$ cat src/rtl/branch_pc_controller_pkg.sv
// -----------------------------------------------------------------------------
// branch_pc_controller_pkg
// Shared definitions for the program-counter / branch sequencing block:
//   - state_t     : 2-bit control state (S_IDLE, S_RUN, S_FLUSH; 2'd3 illegal)
//   - WORD_BYTES  : bytes per instruction word (sequential PC step)
//   - RESET_VECTOR_DEFAULT : PC value loaded on reset unless overridden
// -----------------------------------------------------------------------------
package branch_pc_controller_pkg;

  typedef enum logic [1:0] {
    S_IDLE  = 2'd0,
    S_RUN   = 2'd1,
    S_FLUSH = 2'd2
  } state_t;

  localparam int          WORD_BYTES           = 4;
  localparam logic [31:0] RESET_VECTOR_DEFAULT = 32'h0000_0000;

endpackage

$ cat src/rtl/branch_pc_controller_offset_sext_shl2.sv
// -----------------------------------------------------------------------------
// offset_sext_shl2
// Turns a signed word offset into a signed byte offset: sign-extends OFF_W bits
// to DATA_W bits and scales by 4 (<<2). Purely combinational.
// Ports:
//   offset     in  [OFF_W-1:0]  signed word offset
//   offset_ext out [DATA_W-1:0] signed byte offset
// -----------------------------------------------------------------------------
module offset_sext_shl2 #(
  parameter int DATA_W = 32,
  parameter int OFF_W  = 8
) (
  input  logic signed [OFF_W-1:0]  offset,
  output logic signed [DATA_W-1:0] offset_ext
);

  assign offset_ext = {{(DATA_W-OFF_W-2){offset[OFF_W-1]}}, offset, 2'b00};

endmodule

$ cat src/rtl/branch_pc_controller.sv
// -----------------------------------------------------------------------------
// branch_pc_controller
// Owns the program counter of the single-cycle core. Each accepted cycle the PC
// advances by PC_STEP, or is redirected to PC+4 + (sign-extended OFFSET << 2).
// A taken redirect raises FLUSH for the wrong-path instruction already fetched;
// that squashed slot can never redirect. BUSYWAIT freezes all state.
//
// Optional feature macro: BRANCH_PC_STATS_EN
//   When defined, adds saturating 16-bit counters BR_TAKEN_CNT (accepted
//   redirects) and BR_FLUSH_CNT (cycles leaving the flush state).
//
// Ports:
//   CLK        in   core clock, rising edge
//   RESET      in   asynchronous active-low reset
//   BUSYWAIT   in   memory stall, 1 = hold all state
//   JUMP       in   unconditional branch (wins over everything)
//   BRANCH     in   branch-if-equal (taken when ZERO=1)
//   BRANCH_NE  in   branch-if-not-equal (taken when ZERO=0)
//   ZERO       in   ALU zero flag of the current instruction
//   OFFSET     in   [7:0] signed word offset
//   PC         out  [31:0] current fetch address, registered
//   PC_PLUS4   out  [31:0] PC + PC_STEP, combinational
//   FLUSH      out  squash instruction in fetch, registered
//   TAKEN      out  redirect accepted this cycle, combinational
//   BR_TAKEN_CNT / BR_FLUSH_CNT out [15:0] (only with BRANCH_PC_STATS_EN)
// -----------------------------------------------------------------------------
module branch_pc_controller
  import branch_pc_controller_pkg::*;
#(
  parameter logic [31:0] RESET_VECTOR = RESET_VECTOR_DEFAULT,
  parameter int          PC_STEP      = WORD_BYTES  // only 4 is supported
) (
  input  logic               CLK,
  input  logic               RESET,
  input  logic               BUSYWAIT,
  input  logic               JUMP,
  input  logic               BRANCH,
  input  logic               BRANCH_NE,
  input  logic               ZERO,
  input  logic signed [7:0]  OFFSET,
  output logic        [31:0] PC,
  output logic        [31:0] PC_PLUS4,
  output logic               FLUSH,
  output logic               TAKEN
`ifdef BRANCH_PC_STATS_EN
  ,
  output logic        [15:0] BR_TAKEN_CNT,
  output logic        [15:0] BR_FLUSH_CNT
`endif
);

  state_t             state;
  logic               take_req;
  logic signed [31:0] offset_ext;
  logic        [31:0] target;

  offset_sext_shl2 #(
    .DATA_W (32),
    .OFF_W  (8)
  ) u_offset_sext_shl2 (
    .offset     (OFFSET),
    .offset_ext (offset_ext)
  );

  assign PC_PLUS4 = PC + 32'(PC_STEP);

  // JUMP alone makes the condition true, so it dominates any BRANCH/ZERO mix.
  assign take_req = JUMP | (BRANCH & ZERO) | (BRANCH_NE & ~ZERO);

  // Modulo-2^32 add: wrap in either direction is intentionally silent.
  assign target = PC_PLUS4 + $unsigned(offset_ext);

  // Only a running, unstalled slot may redirect; a squashed slot never does.
  assign TAKEN = (state == S_RUN) & ~BUSYWAIT & take_req;

  always_ff @(posedge CLK or negedge RESET) begin
    if (!RESET) begin
      state <= S_IDLE;
      PC    <= RESET_VECTOR;
      FLUSH <= 1'b0;
    end else begin
      case (state)
        // One settling edge after reset; PC stays on the reset vector.
        S_IDLE: begin
          state <= S_RUN;
        end
        S_RUN: begin
          if (!BUSYWAIT) begin
            if (take_req) begin
              PC    <= target;
              FLUSH <= 1'b1;
              state <= S_FLUSH;
            end else begin
              PC <= PC_PLUS4;
            end
          end
        end
        S_FLUSH: begin
          if (!BUSYWAIT) begin
            PC    <= PC_PLUS4;
            FLUSH <= 1'b0;
            state <= S_RUN;
          end
        end
        // Unreachable encoding: recover into normal sequencing.
        default: begin
          state <= S_RUN;
          FLUSH <= 1'b0;
        end
      endcase
    end
  end

`ifdef BRANCH_PC_STATS_EN
  function automatic logic [15:0] sat_inc(input logic [15:0] v);
    return (v == 16'hFFFF) ? v : v + 16'd1;
  endfunction

  logic flush_leave;
  assign flush_leave = (state == S_FLUSH) & ~BUSYWAIT;

  always_ff @(posedge CLK or negedge RESET) begin
    if (!RESET) begin
      BR_TAKEN_CNT <= 16'd0;
      BR_FLUSH_CNT <= 16'd0;
    end else begin
      if (TAKEN)       BR_TAKEN_CNT <= sat_inc(BR_TAKEN_CNT);
      if (flush_leave) BR_FLUSH_CNT <= sat_inc(BR_FLUSH_CNT);
    end
  end
`endif

endmodule

$ cat config.mk
export PLATFORM = sky130hd
export DESIGN_NAME = branch_pc_controller
export DESIGN_NICKNAME = d
export VERILOG_FILES = /design/src/rtl/branch_pc_controller_pkg.sv /design/src/rtl/branch_pc_controller_offset_sext_shl2.sv /design/src/rtl/branch_pc_controller.sv
export SDC_FILE = /design/constraint.sdc
export NUM_CORES = 1
export LEC_CHECK = 0
export ABC_AREA = 1
export BUFFER_PORTS_ARGS = -buffer_cell sky130_fd_sc_hd__buf_4
export CAP_MARGIN = 20
export CORE_ASPECT_RATIO = 1.1
export CORE_MARGIN = 1.5
export CORE_UTILIZATION = 45
export CTS_CLUSTER_DIAMETER = 60
export DETAILED_ROUTE_END_ITERATION = 10
export PLACE_DENSITY_LB_ADDON = 0.25
export SLEW_MARGIN = 30
export SYNTH_ARGS = -nofsm -noshare
export SYNTH_HDL_FRONTEND = slang
export SYNTH_SLANG_ARGS = --single-unit
export TNS_END_PERCENT = 5
$ cat constraint.sdc
create_clock -name CLK -period 2.7 [get_ports CLK]
set_input_delay 0.135 -clock CLK [delete_from_list [all_inputs] [get_ports CLK]]
set_output_delay 0.135 -clock CLK [all_outputs]
set_load 0.05 [all_outputs]
; ---- Yosys cells after proc, flatten, opt, wreduce, memory -nomap -nowiden
; Index checks and enable logic that the tools add are counted.
[op_classes]
add_sub_neg = 2
eq_ne = 5
n_mux = 12
reduce_logical = 5
n_bitwise = 9
[op_table]
columns = op, count
row1 = $mux W32, 3
row2 = $pmux W32 S2, 1
row3 = $add A32 B3 Y32 const B, 1
row4 = $add A32 B32 Y32, 1
row5 = $mux W2, 3
row6 = $ne A2 B2 Y1 const B, 3
row7 = $reduce_and A3 Y1, 2
row8 = $and A1 B1 Y1, 4
row9 = $pmux W2 S2, 1
row10 = $reduce_and A4 Y1, 1
row11 = $mux W1, 3
row12 = $not A1 Y1, 3
row13 = $pmux W1 S3, 1
row14 = $eq A2 B1 Y1 const B, 1
row15 = $eq A2 B2 Y1 const B, 1
row16 = $logic_not A2 Y1, 1
row17 = $or A1 B1 Y1, 2
row18 = $reduce_bool A2 Y1, 1
[word_totals]
in_bits = 15
output_inout_bits = 66
reg_bits = 35

; ---- Depth between registers and ports, before layout
[logic_depth]
word_depth = 6
ltp_mapped = 23

; ---- Modules after synthesis
; Synthesis repeated with hierarchy kept, for this count alone.
[unflattened]
hier_cells = 889
hier_area_um2 = 5116.2
[by_module_without_submodules]
columns = module, cells_per_inst, seq_area_each_um2, area_each_um2, instances
row1 = branch_pc_controller, 856, 875.8, 4872.2, 1
row2 = offset_sext_shl2, 33, 0.0, 244.0, 1

; ---- Worst setup path before layout
; Ideal clock, no wire load.
[synth_path]
path_kind = register to register
from = register PC[2]
to = register PC[28]
arrival_time_ps = 3686
path_stages_with_launch = 17
period_less_slack_ps = 3804
path_buffers = 0
setup_time_ps = 118
t_required_ps = 2582
slack_ps = -1104
path_cell_list = dfrtp_1 -> inv_1 -> nor2_2 -> nand2_2 -> nor2_1 -> xor2_1 -> ha_1 -> nand2_1 -> nand2_1 -> a21oi_1 -> nand2_1 -> a21oi_1 -> nand3_1 -> nand3_1 -> nand2_1 -> nand2_1 -> nand2_1
[synth_between]
elab_chain_cells = 5
[synth_lines]
columns = element, line
row1 = "start, declared", branch_pc_controller.sv:41  ; output logic [31:0] PC,
row2 = "start signal, assigned", branch_pc_controller.sv:90  ; PC <= target;
row3 = $add A32 B3 Y32, branch_pc_controller.sv:65  ; assign PC_PLUS4 = PC + 32'(PC_STEP);
row4 = named net PC_PLUS4[2], branch_pc_controller.sv:42  ; output logic [31:0] PC_PLUS4,
row5 = $add A32 B32 Y32, branch_pc_controller.sv:71  ; assign target = PC_PLUS4 + $unsigned(offset_ext);
row6 = $mux W32, branch_pc_controller.sv:89  ; if (take_req) begin
row7 = $mux W32, branch_pc_controller.sv:88  ; if (!BUSYWAIT) begin
row8 = $pmux W32 S2, branch_pc_controller.sv:82  ; case (state)
; The timed path passes the listed nets, and every way through them passes these cells. The select of a mux whose other input is x is not followed.
; A chain may end at the register's enable or synchronous reset.

; ---- Worst setup path after layout
[layout_path]
from = register PC[2]
to = register PC[27]
[layout_between]
elab_chain_cells = 5
[layout_lines]
columns = element, line
row1 = $add A32 B3 Y32 (*), branch_pc_controller.sv:65
row2 = $add A32 B32 Y32, branch_pc_controller.sv:71
row3 = $mux W32, branch_pc_controller.sv:89
row4 = $mux W32, branch_pc_controller.sv:88
row5 = $pmux W32 S2 (*), branch_pc_controller.sv:82
; Mark *: on every way between the ends. The rest lies on a longest branch, timed or not. The select of a mux whose other input is x is not followed.

==> flow_summary_export.csv <==
group,metric,value,unit
status,status,"finished with violations",
status,violations,"setup timing",
global_route,grt_max_degree,35,
synth,netlist_area,0.004822,mm2
global_route,grt_pass1_vias,6162,
synth,synthSimpleGateAreaFrac,44.34,%
place,dp_slack,-236.3,ps
routing,drt_wl_total,20.34,mm
routing,vias,6678,
clocking,cts_tree,"built",
sta,post-route-period-util,112.2,%
clocking,clock_sinks,33,
place,gp_congestion,0.9430,
sta,tns,-4167,ps
sta,rsz0062_at_grt,"true",
global_route,antenna_found_initial,0,
clocking,h-tree-depth,2,
place,port_buffers,76,
sta,tightest_slew,766.3,ps
routing,drtAntennaViolNets,0,
die,core,0.01039,mm2
synth,avgSynthCellArea,5.601,um2
sta,timing.slew.headroom,48.86,%
setup_path,worst-path-max-fanout,3,
finish,layout_common_cells,"267 x nand2_1, 253 x buf_4, 138 x inv_1",
synth,synth-xor-area-share,4.696,%
global_route,grt_pass1_wl,29.43,mm
die,fp.dieH,111.6,um
setup_path,critPathTopFamily,"simple AND/OR/NAND/NOR gates",
setup_path,worst-path-buf-inv,6,
die,start_util,46.39,%
setup_path,cp.required,2860,ps
job,maxCapViolations,0,
sta,setup_viol,22,
sta,slew_viol_final,0,
synth,yosys_warnings,0,
sta,post-route-worst-setup-slack,-328.6,ps
setup_path,critPathCaptureType,"flip-flop",
setup_path,r2r_cells,20,
setup_path,critical_path_class,"flip-flop to flip-flop",
finish,final_nets,1170,
clocking,root_buffer,"clkbuf_16",
worst_hold_path,hold_path_class,"input port to flip-flop",
setup_path,path_depth,20,
synth,synthAdderAreaFrac,9.756,%
clocking,path_clk_slew,60,ps
finish,diodes,0,
setup_path,path_cells,"buf_12 -> clkinvlp_4 -> nor2_4 -> inv_4 -> nor3_4 -> nand2_2 -> nand2_2 -> clkinvlp_4 -> buf_6 -> ha_4 -> nand2_4 -> nor2_4 -> buf_4 -> nand2_1 -> nor2_1 -> nand2_1 -> nand3b_1 -> nand2_1 -> nand3_1 -> a21oi_1",
global_route,grt_overflow_total,0,
sta,min_period,3029,ps
routing,via_per_inst,5.292,
clocking,clockBufferDepth,2,
clocking,cts_buffers,5,
clocking,clock_latency,290,ps
sta,clock_skew,10.41,ps
setup_path,critical_path.slowest_cell,"dfrtp_2",
synth,synth_seq_cells,33,
routing,wire_per_inst,16.12,um
routing,first_pass_iters,5,
sta,hold_violations,0,
global_route,grtUsageTotal,32.92,%
setup_path,cpMostUsedCell,"nand2_1",
synth,synth.mux.area_fraction,0,%
setup_path,start_kind,"flip-flop",
synth,synth-compound-area-share,9.886,%
synth,ys_types,38,
die,pin_count,81,
worst_hold_path,hold_path_depth,3,
setup_path,cp_slowest_stage_delay,420,ps
die,die_area,0.01135,mm2
finish,syn_to_final_growth,67.64,%
synth,yosysSeqAreaShare,17.13,%
die,rows,39,
sta,fmax,330.2,MHz
die,die_w,101.7,um
routing,route.detailed.drc,0,
finish,drive_gt1_share,42.45,%
routing,drt_iter0_drc,502,
setup_path,arrival,3190,ps
finish,layout_commonest_cell,"nand2_1",
place,hpwl,13.56,mm
synth,synthCells,861,
synth,synth_top_family_by_area,"simple AND/OR/NAND/NOR gates",
[flip-flops by register name (all words and copies together), names as in the netlist]
| name | flops |
|---|---|
| state | 2 |
| PC | 30 |
| FLUSH | 1 |
[kinds of logic (layout without fill, tap and decap cells)]
family          Yosys count  after routing
simple gates            503            503
buf+inv                 174            429
compound gates           88             88
fa+ha+maj                37             37
flops                    33             33
xor+xnor                 25             25
other cells               1              4
[per-layer routing]
metal	track usage [%]	part of all wire (%)	vias up
li1	-	-	3163
met1	43.69	39	3026
met2	54.89	48	394
met3	3.955	8.3	95
met4	11.11	4.7	0
met5	0	0	-
[through the flow]
stage | instances | utilization, % | hold slack [ps] | cell area (um2)
2_1_floorplan | 864 | - | -160.6 | 5052
3_3_place_gp | 1223 | 66.29 | 110.6 | 6890
3_5_place_dp | 1223 | 66.29 | 110.6 | 6890
4_1_cts | 1250 | 73.58 | 199.3 | 7647
5_1_grt | 1262 | 77.78 | 226.5 | 8084
6_report | 1262 | 77.78 | 213.1 | 8084
[synth_stat cells]
cell type / n / area share [%]
a21boi_0: 1 / 0.16
a21oi_1: 44 / 4.6
a21oi_2: 1 / 0.18
a31oi_1: 3 / 0.39
and2_1: 2 / 0.26
buf_2: 7 / 0.73
buf_4: 5 / 0.78
clkbuf_1: 2 / 0.16
conb_1: 1 / 0.078
dfrtp_1: 33 / 17
fa_1: 1 / 0.42
ha_1: 36 / 9.3
inv_1: 158 / 12
inv_2: 2 / 0.16
nand2_1: 311 / 24
nand2_2: 8 / 1.0
nand3_1: 56 / 5.8
nand3_2: 2 / 0.42
nand3b_1: 3 / 0.47
nand4_1: 8 / 1.0
nor2_1: 85 / 6.6
nor2_2: 5 / 0.65
nor2_4: 4 / 0.93
nor3_1: 9 / 0.93
nor3_2: 6 / 1.2
nor3_4: 1 / 0.34
o211ai_1: 1 / 0.16
o21ai_0: 22 / 2.3
o21ai_1: 7 / 0.73
o21ai_2: 2 / 0.36
o21bai_1: 4 / 0.62
o221ai_1: 1 / 0.18
o22ai_1: 2 / 0.26
or2_0: 1 / 0.13
or2_2: 2 / 0.26
xnor2_1: 2 / 0.36
xnor2_2: 1 / 0.34
xor2_1: 22 / 4.0
[worst reg2reg max path, delay by kind of cell (launching register included)]
family / cells / cell delay [ps]
compound gates: 1 / 80
simple gates: 12 / 1450
fa+ha+maj: 1 / 270
buf+inv: 6 / 680
flops: 1 / 420
[final timing paths]
check                           startpoint  endpoint  slack (ps)
min in group asynchronous            RESET    PC[17]         360
worst min register to register      PC[31]    PC[31]         560
worst max register to register       PC[2]    PC[27]        -330
worst max-delay path                 PC[2]    PC[27]        -330
max in group asynchronous            RESET    PC[14]        2000
worst min-delay path              BUSYWAIT     FLUSH         210
[timing repair]
| action | in CTS | in global routing |
|---|---|---|
| hold buffers | 1 | 0 |
| setup endpoints to repair | 23 | 24 |
| buffers inserted | 18 | 13 |
| resized for setup | 94 | 92 |
| endpoints found under the hold margin | 33 | 0 |
| pin swaps | 34 | 62 |
[final cells by class]
type                    instances  area, um2
clock inverters                 1      5.005
multi-input cells             657       4319
inverters                     160      615.6
well taps                     143      178.9
repair buffers                261       1997
clock buffers                   7      132.6
flip-flops and latches         33      835.8
fillers                       719       2310
Power is left out: the tool's default activity adds up to more than one toggle a clock period on the data nets, which glitch-free logic cannot reach.
